===== src/rtl/multi_alarm_clock_if.sv =====
// Front-panel/register bundle for multi_alarm_clock: time and alarm programming,
// snooze/dismiss requests in, time of day and ringing status out.
interface multi_alarm_clock_if #(
    parameter int NUM_ALARMS = 4,
    parameter int IW         = (NUM_ALARMS > 1) ? $clog2(NUM_ALARMS) : 1
);
    logic                  sec_tick;
    logic                  set_time;
    logic [4:0]            time_hours;
    logic [5:0]            time_minutes;
    logic                  alarm_wr;
    logic [IW-1:0]         alarm_idx;
    logic [4:0]            alarm_hours;
    logic [5:0]            alarm_minutes;
    logic                  alarm_enable;
    logic                  snooze;
    logic                  dismiss;
    logic [4:0]            cur_hours;
    logic [5:0]            cur_minutes;
    logic [5:0]            cur_seconds;
    logic                  alarm_ringing;
    logic [IW-1:0]         ringing_idx;
    logic [NUM_ALARMS-1:0] armed;

    modport master (
        output sec_tick, set_time, time_hours, time_minutes,
        output alarm_wr, alarm_idx, alarm_hours, alarm_minutes, alarm_enable,
        output snooze, dismiss,
        input  cur_hours, cur_minutes, cur_seconds, alarm_ringing, ringing_idx, armed
    );

    modport slave (
        input  sec_tick, set_time, time_hours, time_minutes,
        input  alarm_wr, alarm_idx, alarm_hours, alarm_minutes, alarm_enable,
        input  snooze, dismiss,
        output cur_hours, cur_minutes, cur_seconds, alarm_ringing, ringing_idx, armed
    );
endinterface


===== src/rtl/multi_alarm_clock.sv =====
// 24-hour clock with NUM_ALARMS programmable alarms, one ringing output, snooze and dismiss.
// Define ALARM_AUTOSTOP_EN to build the ring timer that silences an unattended alarm after RING_MINUTES.
module multi_alarm_clock #(
    parameter int  NUM_ALARMS     = 4,
    parameter int  SNOOZE_MINUTES = 5,
    parameter int  RING_MINUTES   = 3,
    localparam int IW             = (NUM_ALARMS > 1) ? $clog2(NUM_ALARMS) : 1
) (
    input logic             clock,
    input logic             reset,
    multi_alarm_clock_if.slave bus
);
    typedef enum logic [1:0] {IDLE, RINGING, SNOOZED} state_t;

    localparam logic [IW:0] SLOT_COUNT  = (IW + 1)'(NUM_ALARMS);
    localparam logic [5:0]  SNOOZE_LOAD = 6'(SNOOZE_MINUTES);

    if (NUM_ALARMS < 1 || NUM_ALARMS > 16 || SNOOZE_MINUTES < 1 || SNOOZE_MINUTES > 59 ||
        RING_MINUTES < 1 || RING_MINUTES > 59) begin : g_param_check
        $error("multi_alarm_clock: parameter out of range");
    end

    state_t                state;
    logic [4:0]            hours;
    logic [5:0]            minutes;
    logic [5:0]            seconds;
    logic [4:0]            alarm_h [NUM_ALARMS];
    logic [5:0]            alarm_m [NUM_ALARMS];
    logic [NUM_ALARMS-1:0] alarm_en;
    logic [IW-1:0]         ring_idx;
    logic                  ringing;
    logic [5:0]            snooze_cnt;
`ifdef ALARM_AUTOSTOP_EN
    localparam logic [5:0] RING_LOAD = 6'(RING_MINUTES);
    logic [5:0]            ring_cnt;
`endif

    logic                  set_ok;
    logic                  wr_ok;
    logic                  tick;
    logic                  minute_roll;
    logic [5:0]            next_minutes;
    logic [4:0]            next_hours;
    logic                  disable_hit;
    logic                  match_any;
    logic [IW-1:0]         match_idx;

    // A rejected set_time behaves as if absent, so only a valid load swallows the tick.
    assign set_ok       = bus.set_time && (bus.time_hours <= 5'd23) && (bus.time_minutes <= 6'd59);
    assign wr_ok        = bus.alarm_wr && ({1'b0, bus.alarm_idx} < SLOT_COUNT) &&
                          (bus.alarm_hours <= 5'd23) && (bus.alarm_minutes <= 6'd59);
    assign tick         = bus.sec_tick && !set_ok;
    assign minute_roll  = tick && (seconds == 6'd59);
    assign next_minutes = (minutes == 6'd59) ? 6'd0 : minutes + 6'd1;
    assign next_hours   = (minutes != 6'd59) ? hours : ((hours == 5'd23) ? 5'd0 : hours + 5'd1);
    assign disable_hit  = wr_ok && !bus.alarm_enable && (bus.alarm_idx == ring_idx);

    always_ff @(posedge clock or posedge reset) begin
        if (reset) begin
            hours   <= '0;
            minutes <= '0;
            seconds <= '0;
        end else if (set_ok) begin
            hours   <= bus.time_hours;
            minutes <= bus.time_minutes;
            seconds <= '0;
        end else if (tick) begin
            if (seconds == 6'd59) begin
                seconds <= '0;
                minutes <= next_minutes;
                hours   <= next_hours;
            end else begin
                seconds <= seconds + 6'd1;
            end
        end
    end

    always_ff @(posedge clock or posedge reset) begin
        if (reset) begin
            for (int i = 0; i < NUM_ALARMS; i++) begin
                alarm_h[i] <= '0;
                alarm_m[i] <= '0;
            end
            alarm_en <= '0;
        end else if (wr_ok) begin
            alarm_h[bus.alarm_idx]  <= bus.alarm_hours;
            alarm_m[bus.alarm_idx]  <= bus.alarm_minutes;
            alarm_en[bus.alarm_idx] <= bus.alarm_enable;
        end
    end

    // Descending scan so the lowest matching slot wins.
    always_comb begin
        match_any = 1'b0;
        match_idx = '0;
        for (int i = NUM_ALARMS - 1; i >= 0; i--) begin
            if (alarm_en[i] && (alarm_h[i] == next_hours) && (alarm_m[i] == next_minutes)) begin
                match_any = 1'b1;
                match_idx = IW'(i);
            end
        end
    end

    always_ff @(posedge clock or posedge reset) begin
        if (reset) begin
            state      <= IDLE;
            ring_idx   <= '0;
            ringing    <= 1'b0;
            snooze_cnt <= '0;
`ifdef ALARM_AUTOSTOP_EN
            ring_cnt   <= '0;
`endif
        end else begin
            case (state)
                IDLE: begin
                    if (minute_roll && match_any) begin
                        state    <= RINGING;
                        ring_idx <= match_idx;
                        ringing  <= 1'b1;
`ifdef ALARM_AUTOSTOP_EN
                        ring_cnt <= RING_LOAD;
`endif
                    end
                end
                RINGING: begin
                    if (bus.dismiss || disable_hit) begin
                        state   <= IDLE;
                        ringing <= 1'b0;
                    end else if (bus.snooze) begin
                        state      <= SNOOZED;
                        ringing    <= 1'b0;
                        snooze_cnt <= SNOOZE_LOAD;
                    end
`ifdef ALARM_AUTOSTOP_EN
                    else if (minute_roll) begin
                        if (ring_cnt <= 6'd1) begin
                            state   <= IDLE;
                            ringing <= 1'b0;
                        end else begin
                            ring_cnt <= ring_cnt - 6'd1;
                        end
                    end
`endif
                end
                SNOOZED: begin
                    if (bus.dismiss || disable_hit) begin
                        state <= IDLE;
                    end else if (minute_roll) begin
                        if (snooze_cnt <= 6'd1) begin
                            state   <= RINGING;
                            ringing <= 1'b1;
`ifdef ALARM_AUTOSTOP_EN
                            ring_cnt <= RING_LOAD;
`endif
                        end else begin
                            snooze_cnt <= snooze_cnt - 6'd1;
                        end
                    end
                end
                default: begin
                    state   <= IDLE;
                    ringing <= 1'b0;
                end
            endcase
        end
    end

    assign bus.cur_hours     = hours;
    assign bus.cur_minutes   = minutes;
    assign bus.cur_seconds   = seconds;
    assign bus.alarm_ringing = ringing;
    assign bus.ringing_idx   = ring_idx;
    assign bus.armed         = alarm_en;
endmodule


===== src/flat_wrapper.sv =====
// flat-port wrapper written by rule: the top's interface ports become plain ports
module multi_alarm_clock_flat 
#(
    parameter int  NUM_ALARMS     = 4,
    parameter int  SNOOZE_MINUTES = 5,
    parameter int  RING_MINUTES   = 3,
    localparam int IW             = (NUM_ALARMS > 1) ? $clog2(NUM_ALARMS) : 1
)
  (clock, reset, bus_sec_tick, bus_set_time, bus_time_hours, bus_time_minutes, bus_alarm_wr, bus_alarm_idx, bus_alarm_hours, bus_alarm_minutes, bus_alarm_enable, bus_snooze, bus_dismiss, bus_cur_hours, bus_cur_minutes, bus_cur_seconds, bus_alarm_ringing, bus_ringing_idx, bus_armed);
  multi_alarm_clock_if #(.NUM_ALARMS(NUM_ALARMS)) bus_i ();
  input logic clock;
  input logic reset;
  input wire logic [$bits(bus_i.sec_tick)-1:0] bus_sec_tick;
  input wire logic [$bits(bus_i.set_time)-1:0] bus_set_time;
  input wire logic [$bits(bus_i.time_hours)-1:0] bus_time_hours;
  input wire logic [$bits(bus_i.time_minutes)-1:0] bus_time_minutes;
  input wire logic [$bits(bus_i.alarm_wr)-1:0] bus_alarm_wr;
  input wire logic [$bits(bus_i.alarm_idx)-1:0] bus_alarm_idx;
  input wire logic [$bits(bus_i.alarm_hours)-1:0] bus_alarm_hours;
  input wire logic [$bits(bus_i.alarm_minutes)-1:0] bus_alarm_minutes;
  input wire logic [$bits(bus_i.alarm_enable)-1:0] bus_alarm_enable;
  input wire logic [$bits(bus_i.snooze)-1:0] bus_snooze;
  input wire logic [$bits(bus_i.dismiss)-1:0] bus_dismiss;
  output wire logic [$bits(bus_i.cur_hours)-1:0] bus_cur_hours;
  output wire logic [$bits(bus_i.cur_minutes)-1:0] bus_cur_minutes;
  output wire logic [$bits(bus_i.cur_seconds)-1:0] bus_cur_seconds;
  output wire logic [$bits(bus_i.alarm_ringing)-1:0] bus_alarm_ringing;
  output wire logic [$bits(bus_i.ringing_idx)-1:0] bus_ringing_idx;
  output wire logic [$bits(bus_i.armed)-1:0] bus_armed;
  assign bus_i.sec_tick = bus_sec_tick;
  assign bus_i.set_time = bus_set_time;
  assign bus_i.time_hours = bus_time_hours;
  assign bus_i.time_minutes = bus_time_minutes;
  assign bus_i.alarm_wr = bus_alarm_wr;
  assign bus_i.alarm_idx = bus_alarm_idx;
  assign bus_i.alarm_hours = bus_alarm_hours;
  assign bus_i.alarm_minutes = bus_alarm_minutes;
  assign bus_i.alarm_enable = bus_alarm_enable;
  assign bus_i.snooze = bus_snooze;
  assign bus_i.dismiss = bus_dismiss;
  assign bus_cur_hours = bus_i.cur_hours;
  assign bus_cur_minutes = bus_i.cur_minutes;
  assign bus_cur_seconds = bus_i.cur_seconds;
  assign bus_alarm_ringing = bus_i.alarm_ringing;
  assign bus_ringing_idx = bus_i.ringing_idx;
  assign bus_armed = bus_i.armed;
  multi_alarm_clock #(.NUM_ALARMS(NUM_ALARMS), .SNOOZE_MINUTES(SNOOZE_MINUTES), .RING_MINUTES(RING_MINUTES)) u_core (.clock(clock), .reset(reset), .bus(bus_i));
endmodule

===== config.mk =====
export PLATFORM = sky130hd
export DESIGN_NAME = multi_alarm_clock_flat
export DESIGN_NICKNAME = d
export VERILOG_FILES = /design/src/rtl/multi_alarm_clock_if.sv /design/src/rtl/multi_alarm_clock.sv /design/src/flat_wrapper.sv
export SDC_FILE = /design/constraint.sdc
export NUM_CORES = 1
export LEC_CHECK = 0
export ABC_AREA = 1
export CAP_MARGIN = 10
export CORE_MARGIN = 1.5
export CORE_UTILIZATION = 50
export DETAILED_ROUTE_END_ITERATION = 10
export PLACE_DENSITY = 0.84
export SYNTH_ARGS = -nofsm -noshare
export SYNTH_HDL_FRONTEND = slang
export SYNTH_SLANG_ARGS = --single-unit

===== constraint.sdc =====
create_clock -name clock -period 3.05 [get_ports clock]
set_input_delay 0.61 -clock clock [delete_from_list [all_inputs] [get_ports clock]]
set_output_delay 0.61 -clock clock [all_outputs]
set_load 0.01 [all_outputs]

==> metrics <==
internal power=2.00 mW; RSZ-0062 raised after global routing=no; PwrDens=609 nW/µm²; setup_tns=0 ps; maximum clock frequency=359 MHz; Synth area leaders=dfrtp_1, nand2_1, o21ai_0, inv_1, nand3_1; Diodes inserted=0; syn_nets=642; post-CTS sizing=0; Switching Share=0.376; Post-Syn Area=roughly 4400 µm²; CTS Sinks=76; vias in the first global route=4135; I/O Buffers=55; hold_buf cts=0; die height=96.6 µm; Fin. Hold Viols=0; gpl congestion=0.899; Worst Skew=10.5 ps; Initial Utilization=0.526; CP Max Fanout=23; FFs w/ async S/R, synth=1.00; Die ar.=about 9300 µm²; end of the critical path=u_core.state[0]; worst hold start=u_core.bus.alarm_ringing; H-tree levels=3; Leak Pwr=2.60 nW; Setup CP Type=register to register; post-route clock period utilization=0.914; pre-CTS WS=356 ps; Post-synth EDFFs=0; first-pass GRT wire length=19.7 mm; sequential group share of total power=0.440; CP Cell Sequence=nand2_1 -> inv_2 -> nand3_2 -> buf_4 -> nand2_1 -> nand3_1 -> nand2_1 -> nor2_1 -> nand3_1 -> nor2_1 -> nor2_1 -> nand2_1 -> nand2_1 -> nand2_1 -> nand4_1 -> nand2_1; layout cell share with drive strength beyond 1=0.0653; Setup crit start kind=register; Worst-Margin Slew=605 ps; Rows=33; reg2reg path depth=16; WL/cell=between 10 and 15 µm; Layout fillers=727; CTS tree=built; worst r2r src=u_core.bus.cur_minutes[4]; Syn Inst Count=between 600 and 700; DP Cell Count=763; Total Routing Usage GR=0.257; Synth warnings=0; Layout Nets=a little over 700; max-capacitance violation count=0; Net Sw Power=1.21 mW; final worst slack=262 ps; r2r setup slk=260 ps; Post-Route WL=11.7 mm; grt total ovfl=0; max incr delay on CP=between 400 and 500 ps; pins over their slew limit=0; Most used DFF post-synth=dfrtp_1; VDD IR-drop max=roughly 0.24 mV; multi-input gate area in the final layout=~2100 µm²; Worst slew margin=0.596; synthesized flop and latch total=76; reg-to-reg endpoint=u_core.state[0]; Final Non-Filler Cells=779; post-route ant nets=0; min Tclk post-route=2790 ps; slowest cell on the critical path=dfrtp_1; distinct cell type count after synthesis=34; stages on the worst setup path=16; worst skew pair latency=350 ps; Post-DP HPWL=8.62 mm; Critical path origin=u_core.bus.cur_minutes[4]; Tightest Hold Check Type=register to register; sequential area share after synthesis=0.434; DR vias/cell=between 5 and 6; Top cell by count, worst path=nand2_1; data required time of the worst path=3290 ps; WP data arrival=3030 ps; Reg area=1900 µm²; chip width=96.6 µm; CTS Buf Count=9; power share of the combinational group=0.340; initial antenna violation count=0; Critical Path End Type=register; DR pass1 iterations=6; WP buf/inv=2; clock-pin slew on the worst setup and hold paths=~80 ps; largest net degree at the start of global routing=52; Synth top area share=0.434; root buffer cell=clkbuf_8; Starting DRT DRC Count=325; post-synth top area cell=dfrtp_1; DRC violations left=0; syn_area_per_cell=7.25 µm²; Setup violations, final=0; Boundary Pins=56; Worst path top cell family by delay=simple AND/OR/NAND/NOR gates; clock group share of total power=0.220; clock buffer depth=2; run status=completed; Core Area=8340 µm²; Area growth syn-to-layout=20.1%; postcts setup bufs=0; total vias in the final route=4375
## layer usage
layer	up-vias	track usage	wire, µm
met5	-	0	0
met4	0	0.0792	228
met3	21	0.0607	882
met2	210	0.427	5590
met1	2050	0.335	4960
li1	2094	-	-
## flip-flops by register name, indices dropped and copies added, names as in the netlist
| signal | flops |
|---|---|
| u_core.alarm_h | 20 |
| u_core.alarm_m | 24 |
| u_core.bus.alarm_ringing | 1 |
| u_core.bus.armed | 4 |
| u_core.bus.cur_hours | 5 |
| u_core.bus.cur_minutes | 6 |
| u_core.bus.cur_seconds | 6 |
| u_core.bus.ringing_idx | 2 |
| u_core.snooze_cnt | 6 |
| u_core.state | 2 |
## worst reg2reg max path: cells and delay by family (launching register included)
kind	cells	cell delay, ps
simple gates	14	1780
buf+inv	2	470
flops	1	450
## power by group through the flow
stage / registers [mW] / clock network [mW] / logic [mW]
after floorplan: 1.39 / 0 / 0.725
after global placement: 1.41 / 0 / 1.03
after detailed placement: 1.42 / 0 / 1.08
after CTS: 1.41 / 0.712 / 1.08
after global routing: 1.44 / 0.755 / 1.24
final: 1.41 / 0.706 / 1.09
## per-stage QoR
| step | area, µm² | utilization | total power, mW | hold slack (ps) |
|---|---|---|---|---|
| finish | 5270 | 0.632 | 3.21 | 495 |
| global route | 5270 | 0.632 | 3.43 | 526 |
| CTS | 5270 | 0.632 | 3.20 | 493 |
| detailed placement | 5090 | 0.610 | 2.50 | 473 |
| global placement | 5090 | 0.610 | 2.44 | 480 |
| floorplan | 4380 | - | 2.11 | 466 |
## layout make-up
| cell class | count | share of cell area |
|---|---|---|
| Multi-Input combinational cell | 438 | 0.402 |
| Inverter | 78 | 0.0556 |
| Clock inverter | 4 | 0.00451 |
| Timing Repair Buffer | 66 | 0.123 |
| Clock buffer | 12 | 0.0295 |
| Sequential cell | 76 | 0.361 |
| Tap cell | 105 | 0.0249 |
## cell usage in the layout, fill, tap and decap left out, types with 2 or more instances in the layout
cell type          n
xnor2_1            6
ha_1               5
clkbuf_8          11
nand3_2            2
clkdlybuf4s50_1   55
o211ai_1           3
a21oi_1            9
nand3b_1          11
dfrtp_1           76
nand4_1           14
nor4_1             2
buf_4             10
o22ai_1            6
nand2_1          187
nand2_2            5
nor2_2             2
inv_1             74
o221ai_1           3
o31ai_1            3
nor2_1            50
nand3_1           53
xor2_1             4
o21ai_0           60
nor2_4             3
clkinv_2           3
nor3_2             2
inv_2              4
## cell families (layout without fill, tap and decap cells)
family,after synthesis,in the layout,share of synthesized area
AO/OA/AOI/OAI,90,90,0.114
XOR/XNOR,10,10,0.0200
adder cells (fa/ha/maj),5,5,0.0143
buffers and inverters,91,160,0.0833
flip-flops,76,76,0.434
AND/OR/NAND/NOR,333,333,0.334
## worst min path at each step
stage,slack (ps),cells past startpoint,end
after floorplan,470,2,u_core.alarm_h[17]
after global placement,480,2,u_core.bus.alarm_ringing
after detailed placement,470,2,u_core.bus.alarm_ringing
after CTS,490,2,u_core.bus.alarm_ringing
after global routing,530,2,u_core.alarm_m[17]
final,490,2,u_core.bus.alarm_ringing
## synthesized netlist by cell type, types with 2 or more instances
cell      number
a21oi_1        9
buf_6          3
clkbuf_1       9
dfrtp_1       76
ha_1           5
inv_1         75
inv_2          3
nand2_1      187
nand2_2        5
nand3_1       53
nand3_2        2
nand3b_1      11
nand4_1       14
nor2_1        50
nor2_2         2
nor2_4         3
nor3_2         2
nor4_1         2
o211ai_1       3
o21ai_0       60
o221ai_1       3
o22ai_1        6
o31ai_1        3
xnor2_1        6
xor2_1         4
No activity file was read; power rests on OpenSTA's default activity.
